[config.mk]
export PLATFORM = sky130hd
export DESIGN_NAME = axi4_wr_burst_master
export DESIGN_NICKNAME = d
export VERILOG_FILES = /design/src/rtl/axi4_wr_burst_master.sv
export SDC_FILE = /design/constraint.sdc
export NUM_CORES = 1
export LEC_CHECK = 0
export ABC_AREA = 1
export CORE_MARGIN = 4
export CORE_UTILIZATION = 39
export DETAILED_ROUTE_END_ITERATION = 6
export PLACE_DENSITY = 0.85
export SLEW_MARGIN = 30
export SYNTH_ARGS = -nofsm -noshare
export SYNTH_HDL_FRONTEND = slang
export SYNTH_SLANG_ARGS = --single-unit
[constraint.sdc]
create_clock -name ACLK -period 2.7 [get_ports ACLK]
set_input_delay 0.405 -clock ACLK [delete_from_list [all_inputs] [get_ports ACLK]]
set_output_delay 0.405 -clock ACLK [all_outputs]
set_load 0.005 [all_outputs]
[src/rtl/axi4_wr_burst_master.sv]
// Single-outstanding AXI4 INCR write-burst initiator: command in, AW/W/B out, done pulse back.
// Optional macro AXI4_WR_BURST_MASTER_BID_CHECK_EN turns a BID/AWID mismatch into SLVERR.
module axi4_wr_burst_master #(
  parameter int AXI_ADDRESS_WIDTH = 32,
  parameter int AXI_DATA_WIDTH    = 32,
  parameter int AXI_ID_WIDTH      = 4
) (
  input  logic                          ACLK,
  input  logic                          ARESETn,
  input  logic                          cmd_valid,
  output logic                          cmd_ready,
  input  logic [AXI_ADDRESS_WIDTH-1:0]  cmd_addr,
  input  logic [7:0]                    cmd_len,
  input  logic [AXI_ID_WIDTH-1:0]       cmd_id,
  input  logic                          wdat_valid,
  output logic                          wdat_ready,
  input  logic [AXI_DATA_WIDTH-1:0]     wdat_data,
  input  logic [AXI_DATA_WIDTH/8-1:0]   wdat_strb,
  output logic                          done_valid,
  output logic [1:0]                    done_resp,
  output logic [AXI_ID_WIDTH-1:0]       done_id,
  output logic [AXI_ID_WIDTH-1:0]       AWID,
  output logic [AXI_ADDRESS_WIDTH-1:0]  AWADDR,
  output logic [7:0]                    AWLEN,
  output logic [2:0]                    AWSIZE,
  output logic [1:0]                    AWBURST,
  output logic                          AWVALID,
  input  logic                          AWREADY,
  output logic [AXI_DATA_WIDTH-1:0]     WDATA,
  output logic [AXI_DATA_WIDTH/8-1:0]   WSTRB,
  output logic                          WLAST,
  output logic                          WVALID,
  input  logic                          WREADY,
  input  logic [AXI_ID_WIDTH-1:0]       BID,
  input  logic [1:0]                    BRESP,
  input  logic                          BVALID,
  output logic                          BREADY
);

  // state | meaning
  // IDLE  | waiting for a command, cmd_ready high
  // ADDR  | AW channel presented, waiting for AWREADY
  // DATA  | beats passed through to W until the WLAST handshake
  // RESP  | BREADY high, waiting for the write response
  typedef enum logic [1:0] {IDLE, ADDR, DATA, RESP} state_t;

  localparam int ADDR_LSB = $clog2(AXI_DATA_WIDTH / 8);
  localparam logic [AXI_ADDRESS_WIDTH-1:0] ADDR_MASK = {AXI_ADDRESS_WIDTH{1'b1}} << ADDR_LSB;

  state_t     state, state_next;
  logic [7:0] beat_cnt;
  logic       cmd_fire, w_fire, b_fire;
  logic [1:0] resp_eff;

  assign cmd_fire = cmd_valid && cmd_ready;
  assign w_fire   = WVALID && WREADY;
  assign b_fire   = BVALID && BREADY;

  assign AWSIZE  = 3'(ADDR_LSB);
  assign AWBURST = 2'b01;

  assign WVALID     = (state == DATA) && wdat_valid;
  assign wdat_ready = (state == DATA) && WREADY;
  assign WDATA      = wdat_data;
  assign WSTRB      = wdat_strb;
  assign WLAST      = (state == DATA) && (beat_cnt == AWLEN);
  assign BREADY     = (state == RESP);

`ifdef AXI4_WR_BURST_MASTER_BID_CHECK_EN
  assign resp_eff = (BID != AWID) ? 2'b10 : BRESP;
`else
  logic bid_unused;
  assign bid_unused = ^BID;
  assign resp_eff   = BRESP;
`endif

  always_ff @(posedge ACLK or negedge ARESETn) begin
    if (!ARESETn) state <= IDLE;
    else          state <= state_next;
  end

  always_comb begin
    state_next = state;
    case (state)
      IDLE: if (cmd_fire)         state_next = ADDR;
      ADDR: if (AWREADY)          state_next = DATA;
      DATA: if (w_fire && WLAST)  state_next = RESP;
      RESP: if (BVALID)           state_next = IDLE;
      default:                    state_next = IDLE;
    endcase
  end

  // Handshake-facing flags are registered from the next state so they line up with it.
  always_ff @(posedge ACLK or negedge ARESETn) begin
    if (!ARESETn) begin
      cmd_ready  <= 1'b0;
      AWVALID    <= 1'b0;
      done_valid <= 1'b0;
      done_resp  <= '0;
      done_id    <= '0;
      AWID       <= '0;
      AWADDR     <= '0;
      AWLEN      <= '0;
      beat_cnt   <= '0;
    end else begin
      cmd_ready  <= (state_next == IDLE);
      AWVALID    <= (state_next == ADDR);
      done_valid <= b_fire;
      if (cmd_fire) begin
        AWID     <= cmd_id;
        AWADDR   <= cmd_addr & ADDR_MASK;
        AWLEN    <= cmd_len;
        beat_cnt <= '0;
      end else if ((state == DATA) && w_fire) begin
        beat_cnt <= beat_cnt + 8'd1;
      end
      if (b_fire) begin
        done_resp <= resp_eff;
        done_id   <= AWID;
      end
    end
  end

endmodule

==> flow_summary.json, run 1 <==
{
  "insertion_delay_ps": 320,
  "detail-route-antenna-nets": 0,
  "top_layer": "met4",
  "root_buffer": "clkbuf_8",
  "cts_max_path_buffers": 2,
  "cts_tree": "yes",
  "reg2reg_depth": 5,
  "crit_arrival_ps": 1810,
  "routedWlPerCell_um": 12.7,
  "netlist_instances": 348,
  "synth.most_common_cell": "nand2_1",
  "gp_congestion": 0.792,
  "cap_violations": 0,
  "place_inst": 508,
  "dieHeight_um": 94.1,
  "utilization_pct": 55.1,
  "cts.sinks": 61,
  "synth_ff_type": "dfrtp_1",
  "path_buf_inv": 1,
  "rr_endpoint": "AWVALID",
  "async_flop_share_pct": 100,
  "netlist-cell-type-count": 21,
  "final_cell_area_mm2": 0.00397,
  "port_buffers": 105,
  "leakagePower_nw": 2.00,
  "initial_core_util_pct": 40.0,
  "path_clk_slew_ps": 70,
  "area_delta_synth_final_pct": 37.6,
  "synth_top_area_cell": "dfrtp_1",
  "synthTopCellsByCount": "nand2_1 (168), dfrtp_1 (61), buf_4 (43), inv_1 (19), nor2_1 (12)",
  "drc_errors": 0,
  "wl_met3_um": 675,
  "vias": 2295,
  "cp_slowest_cell": "clkdlybuf4s50_1",
  "vdd_drop_max_uv": 477,
  "dp_hpwl_um": 4940,
  "fmax_mhz": 451,
  "wl_met1_um": 2660,
  "core_mm2": 0.00721,
  "n_fill_cell": 655,
  "yosysWarningCount": 0,
  "relSlewSlack_pct": 53.4,
  "numCtsBuffers": 9,
  "viasPerCell": 4.38,
  "die_w_um": 94.1,
  "grt_max_degree": 33,
  "r2r-start": "cmd_ready",
  "wirelength_um": 6640,
  "setup_violations": 0,
  "path_cells": "xnor2_1 -> nand2_1 -> nor2_1 -> nand2_1 -> nor2_1 -> clkdlybuf4s50_1",
  "gr-total-overflow": 0,
  "cts_setup_buffers": 0,
  "cp.required_ps": 2300,
  "dpl_cell_area_mm2": 0.00375,
  "instances_no_fill": 524,
  "grt_pass1_vias": 2362,
  "slew_viol_final": 0,
  "startpoint_type": "flip-flop",
  "synth_edf_count": 0,
  "critical-path-top-delay-family": "buffers and inverters",
  "path_class": "flip-flop to output pin",
  "min_period_over_period_pct": 82.1,
  "grt_usage_pct": 15.7,
  "firstDrtPassIters": 4,
  "hold_class": "input pin to asynchronous set/reset pin",
  "cts_resized": 0,
  "synth_area_per_cell_um2": 8.30,
  "critical_path.max_stage_delay_ps": 500,
  "hold_buffers": 0,
  "grt_pass1_wl_um": 10800,
  "nets": 514,
  "status": "finished, final reports clean",
  "htreeDepth": 3,
  "setup_tns_ps": 0,
  "crit_path_max_fanout": 3,
  "rows": 31,
  "ys_seq_area_share_pct": 52.9,
  "dieArea_mm2": 0.00885,
  "whs_ps": 125,
  "ys_ff_latch": 61,
  "wl_met2_um": 3100,
  "p_per_area_mw_per_mm2": 1010,
  "antenna_found_initial": 0,
  "rsz0062_at_grt": "no",
  "fin_worst_skew_ps": 10.5,
  "synth.area.top_cells": "dfrtp_1 (53%), nand2_1 (22%), buf_4 (11%)",
  "drive_gt1_share_pct": 7.06,
  "synth_top_area_share_pct": 52.9,
  "final_hold_viol_count": 0,
  "boundaryPins": 191,
  "diodes": 0,
  "rrSetupSlack_ps": 1260,
  "worstMarginPinSlew_ps": 699,
  "synth_area_mm2": 0.00289,
  "dr.first_iter.drc_count": 64,
  "fin_crit_ps": 2220,
  "crit_path_end_kind": "output pin"
}
-- cell families (layout without fill, tap and decap cells) --
logic type      count (synthesis)  in the layout  share of synthesized area, %
flops                          61             61                          52.9
other cells                     2              7                         0.260
compound gates                 15             15                          2.73
xor+xnor                        5              5                          1.52
buf+inv                        72            144                          15.4
simple gates                  192            192                          26.8
fa+ha+maj                       1              1                         0.433
-- through the flow --
| step | power (W) | setup slack [ps] |
|---|---|---|
| 3_5_place_dp | 0.00315 | 649 |
| 4_1_cts | 0.00408 | 458 |
| 2_1_floorplan | 0.00221 | 1420 |
| 5_1_grt | 0.00433 | 318 |
| 6_report | 0.00402 | 483 |
| 3_3_place_gp | 0.00310 | 680 |
-- state kept, by name, summed over array words and instances, names as in the netlist --
register and flops:
beat_cnt 8, state 2, AWLEN 8, done_valid 1, cmd_ready 1, done_id 4, done_resp 2, AWVALID 1
AWADDR 30, AWID 4
-- where the power goes --
group	internal (W)	switching [W]
logic	0.000919	0.000649
registers	0.00129	0.000257
clock network	0.000568	0.000333
total	0.00278	0.00124
-- worst max-delay path by stage --
stage                     start      to  slack [ps]  cells after the start
floorplan              AWLEN[7]   WLAST        1420                      5
global placement     wdat_valid  WVALID         680                      4
detailed placement   wdat_valid  WVALID         650                      4
CTS                    AWLEN[7]   WLAST         460                      6
global route        beat_cnt[3]   WLAST         320                      6
finish                 AWLEN[7]   WLAST         480                      6
-- cells in the final DEF (no fill, tap or decap), types with 2 or more instances in the layout --
cell type / count
nand2_1: 167
clkdlybuf4s50_1: 104
dfrtp_1: 61
inv_1: 19
nor2_1: 12
clkbuf_8: 11
o21ai_0: 8
conb_1: 7
a21oi_1: 6
xnor2_1: 5
nand2_2: 5
nand3_1: 3
buf_4: 3
nor3_4: 2
bufinv_16: 2
clkinv_2: 2
-- routing by layer --
metal / vias to the layer above / track usage [%]
met5: - / 0
met4: 0 / 7.22
met3: 32 / 6.73
met2: 106 / 25.1
met1: 1019 / 18.2
li1: 1138 / -
-- layout make-up --
class                   instances  area [um2]  area share, %
clock inverters                 4        70.1           1.76
well taps                      99         124           3.12
multi-input cells             220         938           23.6
inverters                      19        71.3           1.79
flip-flops and latches         61        1530           38.4
clock buffers                  12         155           3.90
repair buffers                109        1090           27.4
Power figures use the tool's default switching activity.
==> inputs of run 2 (changes only) <==
CORE_UTILIZATION = 33   (was 39)
PLACE_DENSITY = 0.77   (was 0.85)
clock period = 2 ns   (was 2.7 ns; I/O delays follow)
==> flow_summary.json, run 2 (same netlist as run 1, synthesis figures left out) <==
{
  "endpoint": "WVALID",
  "final_hold_viol_count": 0,
  "dp_slack_ps": 179,
  "dieArea_mm2": 0.0103,
  "p_per_area_mw_per_mm2": 1350,
  "drc_errors": 0,
  "cp.required_ps": 1700,
  "fin_worst_skew_ps": 5.70,
  "insertion_delay_ps": 340,
  "antenna_found_initial": 0,
  "nets": 518,
  "min_period_over_period_pct": 94.1,
  "hold_class": "flip-flop to flip-flop",
  "comb_power_share_pct": 40.0,
  "rr_endpoint": "beat_cnt[7]",
  "regMostFlops": "AWADDR",
  "rows": 33,
  "gp_congestion": 0.767,
  "crit_arrival_ps": 1580,
  "crit_path_end_kind": "output pin",
  "dp_hpwl_um": 5050,
  "crit_path_max_fanout": 4,
  "leakagePower_nw": 2.01,
  "grt_usage_pct": 14.3,
  "slew_viol_final": 0,
  "core_mm2": 0.00838,
  "setup_tns_ps": 0,
  "grt_pass1_wl_um": 11400,
  "p_clk_share_pct": 21.3,
  "cap_violations": 0,
  "dieHeight_um": 102,
  "status": "finished, final reports clean",
  "htreeDepth": 3,
  "critical_path.max_stage_delay_ps": 520,
  "final_common_cell": "nand2_1",
  "rsz0062_at_grt": "no",
  "power.internal_w": 0.00367,
  "port_buffers": 105,
  "boundaryPins": 191,
  "r2r-start": "state[0]",
  "initial_core_util_pct": 34.5,
  "n_fill_cell": 819,
  "reg2reg_depth": 9,
  "startpoint_type": "flip-flop",
  "cts.sinks": 61,
  "setup_violations": 0,
  "final_cell_area_mm2": 0.00400,
  "cp-startpoint": "state[0]",
  "diodes": 0,
  "utilization_pct": 47.7,
  "grt_pass1_vias": 2431,
  "reg.largest.list": "AWADDR: 30 flops, AWLEN: 8 flops, beat_cnt: 8 flops",
  "gr-total-overflow": 0,
  "seqPwrFrac_pct": 38.6,
  "wirelength_um": 6940,
  "root_buffer": "clkbuf_8",
  "swShare_pct": 32.0,
  "cp_slowest_cell": "clkdlybuf4s50_1",
  "firstDrtPassIters": 4,
  "area_delta_synth_final_pct": 38.6,
  "routedWlPerCell_um": 13.0,
  "whs_ps": 481,
  "cts_max_path_buffers": 2,
  "vias": 2323,
  "drive_gt1_share_pct": 7.93,
  "final.setup.worst_slack_ps": 117,
  "path_clk_slew_ps": 70,
  "numCtsBuffers": 9,
  "die_w_um": 102,
  "switching_power_w": 0.00173,
  "rrSetupSlack_ps": 640,
  "detail-route-antenna-nets": 0,
  "dpl_cell_area_mm2": 0.00376,
  "largest_reg_flops": 30,
  "cts_tree": "yes",
  "grt_max_degree": 62,
  "dr.first_iter.drc_count": 86,
  "vdd_drop_max_uv": 592,
  "path_cells": "inv_1 -> nand2_2 -> nor2_1 -> clkdlybuf4s50_1",
  "mostFrequentLayoutCells": "nand2_1 (168), clkdlybuf4s50_1 (103), dfrtp_1 (61)",
  "fin_crit_ps": 1880,
  "viasPerCell": 4.35,
  "fmax_mhz": 531,
  "path_class": "flip-flop to output pin"
}
-- run 2: cell types whose count changed in the layout (fill, tap and decap cells not counted), sizes merged --
cell,previous run,this run
bufinv,2,1
clkbuf,12,13
buf,5,8
dlygate4sd2,0,1
dlygate4sd3,0,1
clkinv,2,1
clkinvlp,0,1
clkdlybuf4s50,104,103
-- run 2: layout make-up --
class | instances | area [um2] | area share [%]
Clock buffer | 13 | 169 | 4.22
Clock inverter | 3 | 42.5 | 1.06
Inverter | 19 | 71.3 | 1.78
Multi-Input combinational cell | 220 | 941 | 23.5
Sequential cell | 61 | 1530 | 38.1
Tap cell | 105 | 131 | 3.28
Timing Repair Buffer | 113 | 1120 | 28.0
-- run 2: worst min path at each step --
stage | startpoint | end | cells after the start
after floorplan | ARESETn | AWADDR[10] | 0
after global placement | ARESETn | AWVALID | 2
after detailed placement | ARESETn | AWVALID | 2
after CTS | cmd_addr[23] | AWADDR[23] | 3
after global routing | cmd_addr[3] | AWADDR[3] | 3
final | AWADDR[14] | AWADDR[14] | 2
-- run 2: power groups by stage --
stage | Sequential [W] | Combinational, W | Clock (W)
after floorplan | 0.00210 | 0.000884 | 0
after global placement | 0.00208 | 0.00213 | 0
after detailed placement | 0.00210 | 0.00218 | 0
after CTS | 0.00209 | 0.00219 | 0.00118
after global routing | 0.00216 | 0.00242 | 0.00125
final | 0.00209 | 0.00216 | 0.00115
-- run 2: worst max-delay path, delay by kind of cell (launching register included) --
family	cells	cell delay (ps)
buf+inv	2	590
simple gates	2	240
flops	1	410
-- run 2: timing repair --
item | 4_1_cts | 5_1_grt
pin swaps | 1 | 0
setup buffers | 0 | 2
resized for setup | 2 | 1
endpoints found under the hold margin | 61 | 0
endpoints found under the setup margin | 1 | 1
hold buffers | 1 | 0
-- run 2: layer usage --
| metal | up-vias | GRT usage, % | share of wire, % |
|---|---|---|---|
| met5 | - | 0 | 0 |
| li1 | 1144 | - | - |
| met4 | 0 | 6.54 | 2.1 |
| met3 | 23 | 7.58 | 11 |
| met2 | 91 | 23.5 | 48 |
| met1 | 1065 | 15.2 | 39 |
-- run 2: metrics by stage --
stage,cells,power [W]
after floorplan,353,0.00298
after global placement,515,0.00420
after detailed placement,515,0.00427
after CTS,532,0.00546
after global routing,534,0.00583
final,534,0.00540
